===== src/rtl/shift_inverse_pkg.sv =====
// Shared types for the shift_inverse controller and its datapath.
//   NWORDS_DEF   : default number of 32-bit words per block
//   word_t       : one 32-bit data word
//   blk_t        : one block of four words (the datapath state)
//   ctrl_state_e : controller sequencing states
package shift_inverse_pkg;

  localparam int NWORDS_DEF = 4;

  typedef logic [31:0] word_t;
  typedef word_t [3:0] blk_t;

  typedef enum logic [1:0] {
    LOAD = 2'd0,
    WAIT = 2'd1,
    OUT  = 2'd2
  } ctrl_state_e;

endpackage


===== src/rtl/shift_inverse_ctrl_if.sv =====
// Word-input and block-output streams of the shift_inverse controller.
//   in_valid/in_ready/in_data    : 32-bit word stream into the controller
//   out_valid/out_ready/out_data : 128-bit block result stream out of it
// The slave modport is the controller's view; master is the producer/consumer side.
interface shift_inverse_ctrl_if;
  import shift_inverse_pkg::*;

  logic  in_valid;
  logic  in_ready;
  word_t in_data;
  logic  out_valid;
  logic  out_ready;
  blk_t  out_data;

  modport slave (
    input  in_valid, in_data, out_ready,
    output in_ready, out_valid, out_data
  );

  modport master (
    output in_valid, in_data, out_ready,
    input  in_ready, out_valid, out_data
  );

endinterface


===== src/rtl/shift_inverse_ctrl.sv =====
// Sequencer for the shift_inverse datapath.
// Takes NWORDS words from the input stream, strobes each into the datapath,
// waits out the datapath latency, snapshots dp_shift and offers it as one
// block on the output stream. One block is in flight at a time.
// Ports:
//   clk, reset_n  : clock (rising edge), asynchronous active-low reset
//   flush         : synchronous abort of the partial block / pending result
//   s             : word input and block output streams (slave modport)
//   dp_set        : datapath load strobe, one cycle per accepted word
//   dp_register   : word presented to the datapath
//   dp_shift      : datapath state
//   busy          : a block is in progress
//   blk_cnt       : count of handshaken result blocks, wraps
module shift_inverse_ctrl
  import shift_inverse_pkg::*;
#(
  parameter int NWORDS = NWORDS_DEF,
  parameter int DP_LAT = 1,
  parameter int CNT_W  = 16
) (
  input  logic                  clk,
  input  logic                  reset_n,
  input  logic                  flush,
  shift_inverse_ctrl_if.slave   s,
  output logic                  dp_set,
  output word_t                 dp_register,
  input  blk_t                  dp_shift,
  output logic                  busy,
  output logic [CNT_W-1:0]      blk_cnt
);

  localparam int WCNT_W = $clog2(NWORDS);
  localparam int LCNT_W = $clog2(DP_LAT + 2);

  ctrl_state_e       state_q, state_d;
  logic [WCNT_W-1:0] wcnt_q, wcnt_d;
  logic [LCNT_W-1:0] lcnt_q, lcnt_d;
  logic              dp_set_q, dp_set_d;
  word_t             dp_register_q, dp_register_d;
  logic              out_valid_q, out_valid_d;
  blk_t              out_data_q, out_data_d;
  logic [CNT_W-1:0]  blk_cnt_q, blk_cnt_d;
  // Low while reset is held and for the first edge after release, so that
  // in_ready is never asserted during reset.
  logic              rdy_q, rdy_d;
  logic              in_ready;
  logic              accept;

  assign in_ready = rdy_q && (state_q == LOAD);
  assign accept   = s.in_valid && in_ready;

  always_comb begin
    state_d       = state_q;
    wcnt_d        = wcnt_q;
    lcnt_d        = lcnt_q;
    dp_set_d      = 1'b0;
    dp_register_d = dp_register_q;
    out_valid_d   = out_valid_q;
    out_data_d    = out_data_q;
    blk_cnt_d     = blk_cnt_q;
    rdy_d         = 1'b1;

    // flush outranks every handshake, including a pending output handshake.
    if (flush) begin
      state_d     = LOAD;
      wcnt_d      = '0;
      out_valid_d = 1'b0;
    end else begin
      case (state_q)
        LOAD: begin
          if (accept) begin
            dp_register_d = s.in_data;
            dp_set_d      = 1'b1;
            if (wcnt_q == WCNT_W'(NWORDS - 1)) begin
              wcnt_d  = '0;
              lcnt_d  = '0;
              state_d = WAIT;
            end else begin
              wcnt_d = wcnt_q + WCNT_W'(1);
            end
          end
        end
        // One cycle for the datapath to sample the last dp_set, then DP_LAT.
        WAIT: begin
          if (lcnt_q == LCNT_W'(DP_LAT)) begin
            out_data_d  = dp_shift;
            out_valid_d = 1'b1;
            state_d     = OUT;
          end else begin
            lcnt_d = lcnt_q + LCNT_W'(1);
          end
        end
        OUT: begin
          if (out_valid_q && s.out_ready) begin
            out_valid_d = 1'b0;
            blk_cnt_d   = blk_cnt_q + CNT_W'(1);
            state_d     = LOAD;
          end
        end
        default: state_d = LOAD;
      endcase
    end
  end

  always_ff @(posedge clk or negedge reset_n) begin
    if (!reset_n) begin
      state_q       <= LOAD;
      wcnt_q        <= '0;
      lcnt_q        <= '0;
      dp_set_q      <= 1'b0;
      dp_register_q <= '0;
      out_valid_q   <= 1'b0;
      out_data_q    <= '0;
      blk_cnt_q     <= '0;
      rdy_q         <= 1'b0;
    end else begin
      state_q       <= state_d;
      wcnt_q        <= wcnt_d;
      lcnt_q        <= lcnt_d;
      dp_set_q      <= dp_set_d;
      dp_register_q <= dp_register_d;
      out_valid_q   <= out_valid_d;
      out_data_q    <= out_data_d;
      blk_cnt_q     <= blk_cnt_d;
      rdy_q         <= rdy_d;
    end
  end

  assign s.in_ready   = in_ready;
  assign s.out_valid  = out_valid_q;
  assign s.out_data   = out_data_q;
  assign dp_set       = dp_set_q;
  assign dp_register  = dp_register_q;
  assign blk_cnt      = blk_cnt_q;
  assign busy         = (state_q != LOAD) || (wcnt_q != '0);

endmodule

===== src/flat_wrapper.sv =====
// flat-port wrapper written by rule: the top's interface ports become plain ports
module shift_inverse_ctrl_flat import shift_inverse_pkg::*;
#(
  parameter int NWORDS = NWORDS_DEF,
  parameter int DP_LAT = 1,
  parameter int CNT_W  = 16
)
  (clk, reset_n, flush, dp_set, dp_register, dp_shift, busy, blk_cnt, s_in_valid, s_in_data, s_out_ready, s_in_ready, s_out_valid, s_out_data);
  shift_inverse_ctrl_if s_i ();
  input  logic clk;
  input  logic reset_n;
  input  logic flush;
  output logic dp_set;
  output word_t dp_register;
  input  blk_t dp_shift;
  output logic busy;
  output logic [CNT_W-1:0] blk_cnt;
  input wire logic [$bits(s_i.in_valid)-1:0] s_in_valid;
  input wire logic [$bits(s_i.in_data)-1:0] s_in_data;
  input wire logic [$bits(s_i.out_ready)-1:0] s_out_ready;
  output wire logic [$bits(s_i.in_ready)-1:0] s_in_ready;
  output wire logic [$bits(s_i.out_valid)-1:0] s_out_valid;
  output wire logic [$bits(s_i.out_data)-1:0] s_out_data;
  assign s_i.in_valid = s_in_valid;
  assign s_i.in_data = s_in_data;
  assign s_i.out_ready = s_out_ready;
  assign s_in_ready = s_i.in_ready;
  assign s_out_valid = s_i.out_valid;
  assign s_out_data = s_i.out_data;
  shift_inverse_ctrl #(.NWORDS(NWORDS), .DP_LAT(DP_LAT), .CNT_W(CNT_W)) u_core (.clk(clk), .reset_n(reset_n), .flush(flush), .s(s_i), .dp_set(dp_set), .dp_register(dp_register), .dp_shift(dp_shift), .busy(busy), .blk_cnt(blk_cnt));
endmodule

===== config.mk =====
export PLATFORM = sky130hd
export DESIGN_NAME = shift_inverse_ctrl_flat
export DESIGN_NICKNAME = d
export VERILOG_FILES = /design/src/rtl/shift_inverse_pkg.sv /design/src/rtl/shift_inverse_ctrl_if.sv /design/src/rtl/shift_inverse_ctrl.sv /design/src/flat_wrapper.sv
export SDC_FILE = /design/constraint.sdc
export NUM_CORES = 1
export LEC_CHECK = 0
export BUFFER_PORTS_ARGS = -buffer_cell sky130_fd_sc_hd__clkbuf_2
export CORE_ASPECT_RATIO = 1.75
export CORE_MARGIN = 10
export CORE_UTILIZATION = 46
export CTS_CLUSTER_SIZE = 25
export DETAILED_ROUTE_END_ITERATION = 10
export PLACE_DENSITY = 0.8
export SLEW_MARGIN = 10
export SYNTH_ARGS = -nofsm -noshare
export SYNTH_HDL_FRONTEND = slang
export SYNTH_SLANG_ARGS = --single-unit

===== constraint.sdc =====
create_clock -name clk -period 2.1 [get_ports clk]
set_input_delay 0.21 -clock clk [delete_from_list [all_inputs] [get_ports clk]]
set_output_delay 0.21 -clock clk [all_outputs]
set_load 0.01 [all_outputs]

# Yosys cells after proc, flatten, opt, wreduce, memory -nomap -nowiden

Cells that the tools add are included.
Widths: inputs -> output; s select.

Multiply operators: 0
$add $sub $neg: 3
Div/mod/pow operators: 0
Eq/ne operators: 11
$lt $le $gt $ge: 0
Muxes and demuxes: 21
Bitwise operators: 1
Reduce and logical (&&, ||, !) cells: 18
Shifts and indexed selects: 0

Operator list:

| operator              | count |
|---|---|
| $mux 2                | 12 |
| $add 16x1->16 const B | 1 |
| $reduce_and 3->1      | 4 |
| $reduce_bool 2->1     | 5 |
| $ne 3x2->1 const B    | 3 |
| $mux 1                | 6 |
| $pmux 2 s3            | 1 |
| $reduce_and 5->1      | 1 |
| $add 2x1->2 const B   | 2 |
| $eq 2x1->1 const B    | 2 |
| $eq 2x2->1 const B    | 2 |
| $ne 2x2->1 const B    | 2 |
| $pmux 2 s2            | 1 |
| $reduce_and 4->1      | 1 |
| $logic_and 1x1->1     | 3 |
| $ne 3x3->1 const B    | 1 |
| $reduce_bool 3->1     | 1 |
| $logic_not 2->1       | 1 |
| $ne 2x1->1 const B    | 1 |
| $pmux 1 s2            | 1 |
| $reduce_and 2->1      | 1 |
| $logic_or 1x1->1      | 1 |
| $not 1->1             | 1 |

Logic and storage cells: 66
Memory bits (writable): 0
Input port bits: 165
Latch bits: 0
Memories kept: 0
Flip-flop bits (word level): 185
Memory bits (read-only): 0

# Depth between registers and ports, before layout

Word-level depth: 6
Mapped depth: 6
Depth with buffers taken out: 5

# Worst setup path after synthesis

OpenSTA, ideal clock, no wires.

Path kind: register to register
From: register u_core.state_q[1]
To: register u_core.out_data_q (netlist bit u_core.s.out_data[28])
Path slack: 0.503 ns
Setup time: 0.125 ns
Path buffers: 2
Stages on the path, launching flop included: 6
Required time: 1.975 ns
Arrival: 1.472 ns
Path through: dfrtp_1 > nand2b_1 > nor3b_2 > buf_4 > buf_12 > mux2_2

Longest elaborated chain between the ends: 2

Ends and longest elaborated chain:

| element                    | line                      | RTL |
|---|---|---|
| from (decl)                | shift_inverse_ctrl.sv:35  | `ctrl_state_e state_q, state_d;` |
| from (signal assigned)     | shift_inverse_ctrl.sv:117 | `state_q <= state_d;` |
| $eq 2x1->1                 | shift_inverse_ctrl.sv:69  | `case (state_q)` |
| $reduce_and 3->1 (no line) | n/a                       |  |
| to (signal assigned)       | shift_inverse_ctrl.sv:123 | `out_data_q <= out_data_d;` |
| to (decl)                  | shift_inverse_ctrl.sv:41  | `blk_t out_data_q, out_data_d;` |

Every way passes these cells.
A chain may end at the register's enable or synchronous reset.

# Worst setup path in the final report

From: register u_core.state_q[1]
To: register u_core.out_data_q (netlist bit u_core.s.out_data[106])

The elaborated chain is that of the path after synthesis.

==> metrics.txt <==
RSZ-0062 raised after global routing=false; vias in the first global route=around 5,500; Max FO, Critical Path=31; FILL cells=1,210; Worst Skew=0.009267 ns; PD cells=777.7 nW/um2; Port Buffers=344; status=finished, final reports clean; combinational fraction of design power=10.3%; top cell type's share of synthesized area=64.25%; most numerous cell on the critical path=buf_12; Worst path max stage delay=0.42 ns; final hold viol count=0; cell taking the most area after synthesis=dfrtp_1; instance count on the critical path=5; first-pass GRT wire length=roughly 31 mm; Net Sw Power=1915 uW; worst slew pin tran=0.5933 ns; DR WL/cell=19.91 um; top-count cell post-synth=dfrtp_1; Routed Antenna Nets=0; Sequential Area=about 4600 um2; fin nets=988; Setup Viol. Count Final=0; First-pass DRT Iterations=4; post-cts repair resize count=0; r2r setup slk=0.28 ns; Top FF cell, synth=dfrtp_1; Slowest cell on crit path=dfrtp_1; Final min period=approximately 1.8 ns; worst reg2reg path depth=5; Tot GR Track Use=about a fifth; CP Buf/Inv Count=2; worst hold path class=in -> reg; Max clock buf depth=2; setup total negative slack=0 ns; Slew headroom=about three fifths; footprint of the multi-input gates=2340 um2; layout cells sized above 1=66.71%; clk sinks=185; full die area=21,270 um2; CTS Buf Count=17; Post-synth EDFFs=0; Die X=around 110 um; Initial Utilization=46.82%; post-synthesis cell count=roughly 450; Pleak=0.005453 uW; Hold EP=u_core.s.out_data[62]; Worst Path Arrival=2.12 ns; VDD IR max=between 0.6 and 0.7 mV; gpl congestion=approximately 0.82; Hold Crit Depth=2; row count=60; Clock power frac=39.5%; Synth warnings=0; min-delay src=dp_shift[62]; post-synthesis instance area=7206 um2; mean post-synth cell area=approximately 16 um2; internal power=~5700 uW; FMAX=549.2 MHz; Area Overhead vs Synth=36.71%; Worst path top cell family by delay=simple AND/OR/NAND/NOR gates; Finished Core Util=around 64%; max-slew violation count=0; Max-Cap Viols=0; Die Span Y=185.6 um; Post-synth top cells=dfrtp_1, mux2_2, buf_6; Root Driver=clkbuf_16; Async SR Flop Fraction=100.0%; Core ar.=15,390 um2; CTS tree=done; Sw Share=25.00%; post-synth net total=615; startpoint types=flip-flop; CP endpoint kind=flip-flop; Reg power frac=50.1%; hold_buf cts=11; CP cell instances=nand2b_1 > nor3b_4 > buf_12 > buf_12 > mux2_2; Synth area leaders=dfrtp_1, mux2_2, buf_6; total grt overflow=0; drt drc=0; critical path class=reg -> reg; via count=5,070; pin count of the biggest net entering global routing=62; depth of the CTS H-tree=4; Crit path required time=approximately 2.4 ns; final period utilization=between 80 and 90%; post-synthesis sequential area ratio=64.25%; DRT Wirelength=20.29 mm; io pins=345; vias per cell=4.975; worst skew pair latency=0.42 ns; Clk pin slew, worst setup/hold paths=~0.08 ns; hpwl dp=16.33 mm; Synth Register Bits=185; worst r2r dst=u_core.s.out_data[106]; Detailed Route Iter0 Violations=82; Post-CTS Setup Repair Bufs=0; RR Startpoint=u_core.state_q[1]; Synth cell types=31; initial antenna violation count=0
==> sequential cells by signal (all words and copies together), names as in the netlist <==
name and flops:
u_core.blk_cnt 16, u_core.s.out_data 128, u_core.state_q 2, u_core.lcnt_q 2
u_core.dp_register 32, u_core.rdy_q 1, u_core.dp_set 1, u_core.s.out_valid 1
u_core.wcnt_q 2
==> layout by cell type, fill, tap and decap left out, types with 2 or more instances in the layout <==
cell type,n
a21oi_1,2
and2_1,2
and3_1,2
and4_1,3
buf_12,7
buf_4,9
clkbuf_1,2
clkbuf_16,17
clkbuf_2,343
clkinv_4,3
clkinvlp_4,3
dfrtp_1,185
dlygate4sd3_1,13
ha_1,4
inv_1,6
inv_6,2
inv_8,4
mux2_1,2
mux2_2,161
mux2i_1,2
nand2_1,8
nand2b_1,2
nand3_1,4
nand4_1,3
nor2_1,9
nor3_1,4
nor4_1,4
xnor2_1,7
xor2_1,8
==> how the worst max path moves through the flow <==
stage / startpoint / to / slack (ns)
detailed placement: u_core.state_q[1] / u_core.s.out_data[19] / 0.28
finish: u_core.state_q[1] / u_core.s.out_data[106] / 0.28
global placement: u_core.state_q[1] / u_core.s.out_data[24] / 0.32
floorplan: u_core.state_q[1] / u_core.s.out_data[28] / 0.50
global route: u_core.state_q[1] / u_core.s.out_data[57] / 0.18
CTS: u_core.state_q[1] / u_core.s.out_data[106] / 0.28
==> power by group through the flow <==
| stage | Clock [uW] | Sequential [uW] | Combinational [uW] |
|---|---|---|---|
| 3_3_place_gp | 0 | 3900 | 767 |
| 5_1_grt | 3280 | 3860 | 863 |
| 6_report | 3030 | 3840 | 793 |
| 4_1_cts | 3110 | 3840 | 809 |
| 3_5_place_dp | 0 | 3910 | 791 |
| 2_1_floorplan | 0 | 3990 | 196 |
==> final cells by class <==
class / instances / share of cell area [%]
timing repair buffer: 373 / 20.97
multi-input combinational: 236 / 23.75
inverter: 6 / 0.2286
antenna: 1 / 0.02540
clock buffer: 20 / 4.534
sequential: 185 / 47.00
tap: 186 / 2.363
clock inverter: 12 / 1.130
==> worst reg2reg max path, delay by kind of cell (launching register included) <==
family | cells | cell delay [ns]
flops | 1 | 0.42
simple gates | 2 | 0.49
mux | 1 | 0.37
buf+inv | 2 | 0.42
==> kinds of logic (layout without fill, tap and decap cells) <==
family,after synthesis,after routing,share of synthesized area (%)
compound gates,4,4,0.3299
other cells,1,2,0.05204
simple gates,47,47,3.733
buf+inv,25,411,3.369
mux,165,165,25.75
flops,185,185,64.25
fa+ha+maj,4,4,0.6946
xor+xnor,15,15,1.823
==> per-layer routing <==
metal  global-route usage (%)  share of wire, %
met1                    18.97                33
met5                        0                 0
met3                    5.964               7.4
met2                    32.76                55
met4                    9.914               4.0
==> stage by stage <==
| stage | power, uW | instances | hold slack [ns] | setup slack [ns] | cell area [um2] |
|---|---|---|---|---|---|
| after floorplan | 4185 | 446 | -0.08559 | 0.5033 | 7206 |
| after global placement | 4665 | 973 | 0.2392 | 0.3154 | 9160 |
| after detailed placement | 4700 | 973 | 0.2365 | 0.2821 | 9160 |
| after CTS | 7759 | 1016 | 0.0001085 | 0.2756 | 9828 |
| after global routing | 8002 | 1018 | 0.0005959 | 0.1827 | 9848 |
| final | 7661 | 1019 | 0.01884 | 0.2791 | 9851 |
No activity file was read; power rests on OpenSTA's default activity.
